==> src/rtl/pkg_graybin.sv <==
// Shared read-path definitions for the gray/binary async FIFO slice.
package pkg_graybin;
    localparam int DATASIZE = 8;
endpackage

==> src/rtl/rd_skid_buf.sv <==
// Circular skid buffer that absorbs the FIFO read latency.
module rd_skid_buf
    import pkg_graybin::*;
#(
    parameter int DEPTH = 3,
    parameter int LW    = $clog2(DEPTH + 1)
) (
    input  logic                rclk,
    input  logic                clr,
    input  logic                push,
    input  logic                pop,
    input  logic [DATASIZE-1:0] din,
    output logic [DATASIZE-1:0] dout,
    output logic                valid,
    output logic [LW-1:0]       occ
);

    localparam int PW = (DEPTH > 1) ? $clog2(DEPTH) : 1;

    logic [DATASIZE-1:0] mem [DEPTH];
    logic [PW-1:0]       wr_ptr;
    logic [PW-1:0]       rd_ptr;

    function automatic logic [PW-1:0] nxt(input logic [PW-1:0] p);
        return (p == PW'(DEPTH - 1)) ? '0 : p + 1'b1;
    endfunction

    always_ff @(posedge rclk) begin
        if (clr) begin
            wr_ptr <= '0;
            rd_ptr <= '0;
            occ    <= '0;
        end else begin
            if (push) wr_ptr <= nxt(wr_ptr);
            if (pop)  rd_ptr <= nxt(rd_ptr);
            unique case (1'b1)
                push && !pop: occ <= occ + LW'(1);
                pop && !push: occ <= occ - LW'(1);
                default:      occ <= occ;
            endcase
        end
    end

    // Storage carries no reset; contents are only read while occ != 0.
    always_ff @(posedge rclk) begin
        if (push && !clr) mem[wr_ptr] <= din;
    end

    assign dout  = mem[rd_ptr];
    assign valid = (occ != '0);

endmodule

==> src/rtl/rd_stream_adapter.sv <==
// Drains the async FIFO read port into a valid/ready stream at one word per cycle.
module rd_stream_adapter
    import pkg_graybin::*;
#(
    parameter int BUF_DEPTH = 3,
    parameter int CNT_W     = 32
) (
    input  logic                           rclk,
    input  logic                           rrst,
    output logic                           rden,
    input  logic [DATASIZE-1:0]            odata,
    input  logic                           rd_empty,
    input  logic                           flush,
    output logic                           m_valid,
    output logic [DATASIZE-1:0]            m_data,
    input  logic                           m_ready,
    output logic [$clog2(BUF_DEPTH+1)-1:0] buf_level,
    output logic [CNT_W-1:0]               words_out
);

    localparam int LW = $clog2(BUF_DEPTH + 1);
    localparam logic [LW:0] DEPTH_V = (LW + 1)'(BUF_DEPTH);

    logic          inflight;
    logic [LW-1:0] occ;
    logic [LW:0]   pending;
    logic          clr;
    logic          push;
    logic          pop;

    // Occupancy plus the word already requested bounds the next request.
    assign pending = {1'b0, occ} + (LW + 1)'(inflight);
    assign rden    = !rrst && !flush && !rd_empty && (pending < DEPTH_V);

    assign clr  = rrst || flush;
    assign push = inflight && !flush;
    assign pop  = m_valid && m_ready && !flush;

    rd_skid_buf #(
        .DEPTH (BUF_DEPTH),
        .LW    (LW)
    ) u_buf (
        .rclk  (rclk),
        .clr   (clr),
        .push  (push),
        .pop   (pop),
        .din   (odata),
        .dout  (m_data),
        .valid (m_valid),
        .occ   (occ)
    );

    always_ff @(posedge rclk) begin
        if (rrst) begin
            inflight  <= 1'b0;
            words_out <= '0;
        end else begin
            inflight <= rden;
            if (pop) words_out <= words_out + CNT_W'(1);
        end
    end

    assign buf_level = occ;

    no_overflow: assert property (
        @(posedge rclk) disable iff (rrst) pending <= DEPTH_V
    );

endmodule

==> config.mk <==
export PLATFORM = sky130hd
export DESIGN_NAME = rd_stream_adapter
export DESIGN_NICKNAME = d
export VERILOG_FILES = /design/src/rtl/pkg_graybin.sv /design/src/rtl/rd_skid_buf.sv /design/src/rtl/rd_stream_adapter.sv
export SDC_FILE = /design/constraint.sdc
export NUM_CORES = 1
export LEC_CHECK = 0
export ABC_CLOCK_PERIOD_IN_PS = 2500
export BUFFER_PORTS_ARGS = -buffer_cell sky130_fd_sc_hd__buf_2
export CAP_MARGIN = 20
export CORE_MARGIN = 3
export CORE_UTILIZATION = 30
export CTS_CLUSTER_DIAMETER = 120
export DETAILED_ROUTE_END_ITERATION = 6
export PLACE_DENSITY_LB_ADDON = 0.12
export SKIP_CTS_REPAIR_TIMING = 1
export SLEW_MARGIN = 0
export SYNTH_ARGS = -nofsm -noshare
export SYNTH_HDL_FRONTEND = slang
export SYNTH_SLANG_ARGS = --single-unit
==> constraint.sdc <==
create_clock -name rclk -period 2.5 [get_ports rclk]
set_input_delay 0.5 -clock rclk [delete_from_list [all_inputs] [get_ports rclk]]
set_output_delay 0.5 -clock rclk [all_outputs]
set_load 0.02 [all_outputs]
==> flow_metrics.env, run 1 <==
export IMPL_status="finished clean"
export IMPL_yosysUniqueCellTypes=33
export IMPL_num_fill_cells=904
export IMPL_worst_slew_pin_transition_ns=0.536
export IMPL_max_slew_margin_rel=0.642
export IMPL_ys_warn_count=0
export IMPL_drc_errors=0
export IMPL_track_usage=0.119
export IMPL_cts_sink_count=65
export IMPL_p_comb_frac=0.024
export IMPL_finalNetCount=354
export IMPL_final_util=0.382
export IMPL_ant_nets=0
export IMPL_drt_vias_per_instance=4.78
export IMPL_rr_worst_depth=5
export IMPL_fin_crit_sh=0.922
export IMPL_hold_path_depth=2
export IMPL_irDropWorstVdd_uv=246
export IMPL_die_x_um=102
export IMPL_switching_share=0.206
export IMPL_first_pass_iters=4
export IMPL_wl_mm=5.97
export IMPL_fp_row_count=34
export IMPL_core_area_mm2=0.00885
export IMPL_antenna_found_initial=0
export IMPL_min_path_type="in2reg"
export IMPL_r2r_slack_ns=0.43
export IMPL_cts_made_buffers=9
export IMPL_reg2reg_from="u_buf.occ[0]"
export IMPL_clock_root_buffer="clkbuf_8"
export IMPL_synth_nets=290
export IMPL_reg2reg_to="words_out[22]"
export IMPL_grt_pass1_wl_mm=9.54
export IMPL_grt_max_degree=36
export IMPL_path_clk_slew_ns=0.06
export IMPL_path_max_fanout=7
export IMPL_grt_pass1_vias=1929
export IMPL_switching_power_w=0.000407
export IMPL_synthesis_area_mm2=0.00276
export IMPL_syn2layout_area_growth_pct=22.3
export IMPL_yosys_area_top_type="dfxtp_1"
export IMPL_cp_endpoint="rden"
export IMPL_netlist_top_cells_area="dfxtp_1 30%, edfxtp_1 26%, xnor2_1 5.7%"
export IMPL_avgSynthCellArea_um2=10.1
export IMPL_ys_ff_latch=65
export IMPL_start_kind="flip-flop"
export IMPL_die_area_mm2=0.0104
export IMPL_cp_startpoint="u_buf.occ[0]"
export IMPL_syn_inst=273
export IMPL_vias=2149
export IMPL_die_h_um=102
export IMPL_cp_end_kind="output pin"
export IMPL_total_power_w=0.00197
export IMPL_hpwl_mm=4.14
export IMPL_worstPathRequired_ns=2.00
export IMPL_p_seq_frac=0.559
export IMPL_worstSetupPathType="reg2out"
export IMPL_p_clk_frac=0.418
export IMPL_portBuffers=56
export IMPL_hold_viol=0
export IMPL_drt_first_iter_violations=97
export IMPL_power_density_mw_per_mm2=583
export IMPL_p_int_w=0.00157
export IMPL_h_tree_depth=3
export IMPL_initial_utilization=0.312
export IMPL_grt_setup_unrepaired="no"
export IMPL_n_antenna_cell=0
export IMPL_wl_per_cell_um=13.3
export IMPL_drive_above_1_share=0.249
export IMPL_ioPinCount=57
export IMPL_insertion_delay_ns=0.33
export IMPL_finalMaxSlewViolations=0
export IMPL_clock_tree_buffer_depth=2
export IMPL_clock_fmax_ghz=0.434
export IMPL_synth_top_area_share=0.297
export IMPL_dp_slack_ns=0.379
export IMPL_setup_ws_ns=0.194
export IMPL_cts_tree="built"
export IMPL_fin_crit_ns=2.31
export IMPL_maxCapViolations=0
export IMPL_setup_viol=0
export IMPL_clock_skew_ns=0.0101
export IMPL_overflow=0
export IMPL_fin_setup_tns_ns=0
export IMPL_gp_congestion=0.737
export IMPL_cp_data_arrival_time_ns=1.81
export IMPL_leakagePower_nw=1.26
export IMPL_synth_yosys_seq_area_share=0.558
## logic make-up (layout without fill, tap and decap cells)
kind of cell	count (synthesis)	in the layout	synth area share
AO/OA/AOI/OAI	35	35	0.0733
XOR/XNOR	23	23	0.0729
adder cells (fa/ha/maj)	4	4	0.0181
buffers and inverters	18	87	0.0249
flip-flops	65	65	0.558
multiplexers	10	10	0.0371
AND/OR/NAND/NOR	118	118	0.216
## per-layer routing
layer,track usage,share of wire,vias up
met3,0.0403,0.046,6
li1,-,-,1102
met4,0.0484,0.012,0
met5,0,0,-
met2,0.180,0.45,39
met1,0.155,0.49,1002
## cells in the mapped netlist, drive strengths merged
cell / n
a2111oi: 2
a21oi: 13
a311o: 1
a31o: 1
and3: 7
and4: 3
buf: 1
clkbuf: 10
dfxtp: 41
edfxtp: 24
ha: 4
inv: 7
mux2: 2
mux2i: 8
nand2: 26
nand2b: 3
nand3: 6
nand3b: 1
nand4: 8
nor2: 30
nor2b: 2
nor3: 10
nor4: 9
nor4b: 2
o21a: 1
o21ai: 16
o21ba: 1
or2: 3
or3: 7
or4: 1
xnor2: 18
xor2: 5
## power groups by stage
stage          clock [W]  sequential, W  combinational [W]
5_1_grt         0.000907        0.00110          0.0000526
2_1_floorplan          0        0.00113          0.0000245
4_1_cts         0.000865        0.00110          0.0000481
6_report        0.000824        0.00110          0.0000465
3_5_place_dp           0        0.00113          0.0000479
3_3_place_gp           0        0.00113          0.0000471
## worst min-delay path by stage
stage / start / end
finish: rd_empty / inflight
global route: odata[1] / u_buf.mem[2][1]
CTS: rd_empty / inflight
detailed placement: words_out[30] / words_out[31]
global placement: words_out[30] / words_out[31]
floorplan: u_buf.rd_ptr[0] / flip-flop
## final cells by class
class                   count  area [um2]  area share
clock inverters             5        46.3      0.0137
flip-flops and latches     65        1540       0.456
clock buffers              11         131      0.0389
well taps                 108         135      0.0400
repair buffers             64         340       0.101
inverters                   7        26.3     0.00777
multi-input cells         190        1160       0.343
## metrics by stage
| stage | instances | area (um2) | hold slack [ns] |
|---|---|---|---|
| floorplan | 273 | 2770 | 0.460 |
| finish | 450 | 3380 | 0.365 |
| detailed placement | 434 | 3200 | 0.482 |
| CTS | 450 | 3380 | 0.345 |
| global route | 450 | 3380 | 0.350 |
| global placement | 434 | 3200 | 0.479 |
## critical path, stage by stage, from the launching register on
cell and delay (ns):
dfxtp_1 0.48, ha_1 0.20, ha_1 0.24, a2111oi_2 0.34, buf_2 0.22
## registers in the layout (all words and copies together), names as in the netlist, named ones only
signal	flops
inflight	1
u_buf.mem	24
u_buf.occ	2
u_buf.rd_ptr	2
u_buf.wr_ptr	2
words_out	32
## placed cells by master (no fill, tap or decap), types with 2 or more instances in the layout
| master | n |
|---|---|
| buf_2 | 56 |
| dfxtp_1 | 41 |
| nor2_1 | 30 |
| nand2_1 | 26 |
| edfxtp_1 | 24 |
| xnor2_1 | 18 |
| o21ai_0 | 15 |
| a21oi_1 | 13 |
| nor3_1 | 10 |
| nor4_1 | 9 |
| clkbuf_8 | 9 |
| mux2i_1 | 8 |
| nand4_1 | 8 |
| buf_4 | 8 |
| inv_1 | 7 |
| and3_1 | 7 |
| or3_1 | 7 |
| nand3_1 | 6 |
| xor2_1 | 5 |
| ha_1 | 4 |
| nand2b_1 | 3 |
| or2_2 | 3 |
| and4_1 | 3 |
| clkinv_1 | 3 |
| nor4b_1 | 2 |
| nor2b_1 | 2 |
| mux2_2 | 2 |
| clkbuf_1 | 2 |
Note: power is estimated with default switching activity, not from simulation.
==> run 2: changes to the inputs <==
Settings changed: CORE_UTILIZATION 30 to 25.
==> flow_metrics.env, run 2 (synthesis gave the netlist of run 1 again) <==
export IMPL_grt_util_met2=0.157
export IMPL_gr_usage_met1=0.145
export IMPL_irDropWorstVdd_uv=261
export IMPL_die_x_um=111
export IMPL_finalMaxSlewViolations=0
export IMPL_fin_setup_tns_ns=0
export IMPL_status="finished clean"
export IMPL_r2r_slack_ns=0.40
export IMPL_ioPinCount=57
export IMPL_vias=2119
export IMPL_crit_cells=4
export IMPL_hold_path_startpoint="rd_empty"
export IMPL_drc_errors=0
export IMPL_hpwl_mm=4.46
export IMPL_dp_cells=466
export IMPL_core_area_mm2=0.0106
export IMPL_max_slew_margin_rel=0.626
export IMPL_path_max_fanout=7
export IMPL_worstPathCellList="ha_1 -> ha_1 -> a2111oi_2 -> buf_2"
export IMPL_worst_slew_pin_transition_ns=0.560
export IMPL_largestRegisters="words_out x32, u_buf.mem x24"
export IMPL_fin_crit_ns=2.35
export IMPL_worstPathRequired_ns=2.00
export IMPL_cts_sink_count=65
export IMPL_initial_utilization=0.262
export IMPL_hold_ws_ns=0.356
export IMPL_grt_pass1_vias=2063
export IMPL_dp_slack_ns=0.363
export IMPL_cp_data_arrival_time_ns=1.85
export IMPL_antenna_found_initial=0
export IMPL_drt_vias_per_instance=4.40
export IMPL_layout_common_cells="56 x buf_2, 41 x dfxtp_1, 30 x nor2_1"
export IMPL_setup_ws_ns=0.152
export IMPL_worstSetupPathType="reg2out"
export IMPL_grt_setup_unrepaired="no"
export IMPL_die_area_mm2=0.0124
export IMPL_wl_mm=6.47
export IMPL_rr_worst_depth=5
export IMPL_clock_skew_ns=0.0110
export IMPL_clock_tree_buffer_depth=2
export IMPL_insertion_delay_ns=0.34
export IMPL_portBuffers=56
export IMPL_final_common_cell="buf_2"
export IMPL_n_antenna_cell=0
export IMPL_clock_root_buffer="clkbuf_8"
export IMPL_met3_usage=0.0415
export IMPL_clock_fmax_ghz=0.426
export IMPL_largest_reg_flops=32
export IMPL_fin_cells=482
export IMPL_hold_viol=0
export IMPL_busiest_layer="met2"
export IMPL_power_density_mw_per_mm2=619
export IMPL_crit_top_cell="ha_1"
export IMPL_hold_path_depth=2
export IMPL_cts_made_buffers=9
export IMPL_grt_pass1_wl_mm=10.7
export IMPL_finalNetCount=358
export IMPL_slowest_delay_ns=0.50
export IMPL_start_kind="flip-flop"
export IMPL_min_path_type="in2reg"
export IMPL_fin_crit_sh=0.939
export IMPL_path_clk_slew_ns=0.08
export IMPL_leakagePower_nw=1.30
export IMPL_cp_num_buf_inv=1
export IMPL_syn2layout_area_growth_pct=26.4
export IMPL_reg2reg_from="u_buf.occ[0]"
export IMPL_setup_viol=0
export IMPL_overflow=0
export IMPL_critPathSlowestCell="dfxtp_1"
export IMPL_die_h_um=111
export IMPL_drive_above_1_share=0.272
export IMPL_maxCapViolations=0
export IMPL_path_delay_family="flip-flops"
export IMPL_cts_tree="built"
export IMPL_cp_end_kind="output pin"
export IMPL_drt_first_iter_violations=75
export IMPL_track_usage=0.108
export IMPL_cp_startpoint="u_buf.occ[0]"
export IMPL_fp_row_count=37
export IMPL_top_register="words_out"
export IMPL_first_pass_iters=4
export IMPL_ant_nets=0
export IMPL_grt_max_degree=36
export IMPL_wl_per_cell_um=13.4
export IMPL_gp_congestion=0.704
export IMPL_h_tree_depth=3
-- run 2: path summary, 6_finish.rpt --
kind / end
max: rden
min: inflight
max reg2reg: words_out[26]
min reg2reg: words_out[7]
-- run 2: routing by layer --
layer  up-vias  wire length (um)
met1       960              3250
li1       1103                 -
met2        47              2810
met5         -                 0
met3         9               325
met4         0                78
-- run 2: power by group --
part / internal (W) / leakage (nW) / total, W / switching [W]
registers: 0.00110 / 0.546 / 0.00110 / 0.00000299
logic: 0.0000169 / 0.643 / 0.0000471 / 0.0000301
clock network: 0.000570 / 0.106 / 0.00101 / 0.000444
-- run 2: per-stage QoR --
stage / power (W) / cell area, um2 / util
floorplan: 0.00115 / 2770 / -
global placement: 0.00117 / 3270 / 0.310
detailed placement: 0.00117 / 3270 / 0.310
CTS: 0.00220 / 3490 / 0.331
global route: 0.00226 / 3490 / 0.331
finish: 0.00216 / 3490 / 0.331
-- run 2: area by class of cell --
class	count	area [um2]
Fill cell	1117	7060
Clock inverter	7	101
Clock buffer	9	124
Tap cell	136	170
Timing Repair Buffer	68	370
Sequential cell	65	1540
Inverter	7	26.3
Multi-Input combinational cell	190	1160
-- run 2: worst register-to-register path: cells and delay by family, from the launching register on --
| kind | cells | cell delay [ns] |
|---|---|---|
| AOI/OAI and AO/OA | 2 | 0.31 |
| and+or+nand+nor | 3 | 1.22 |
| DFF | 1 | 0.50 |
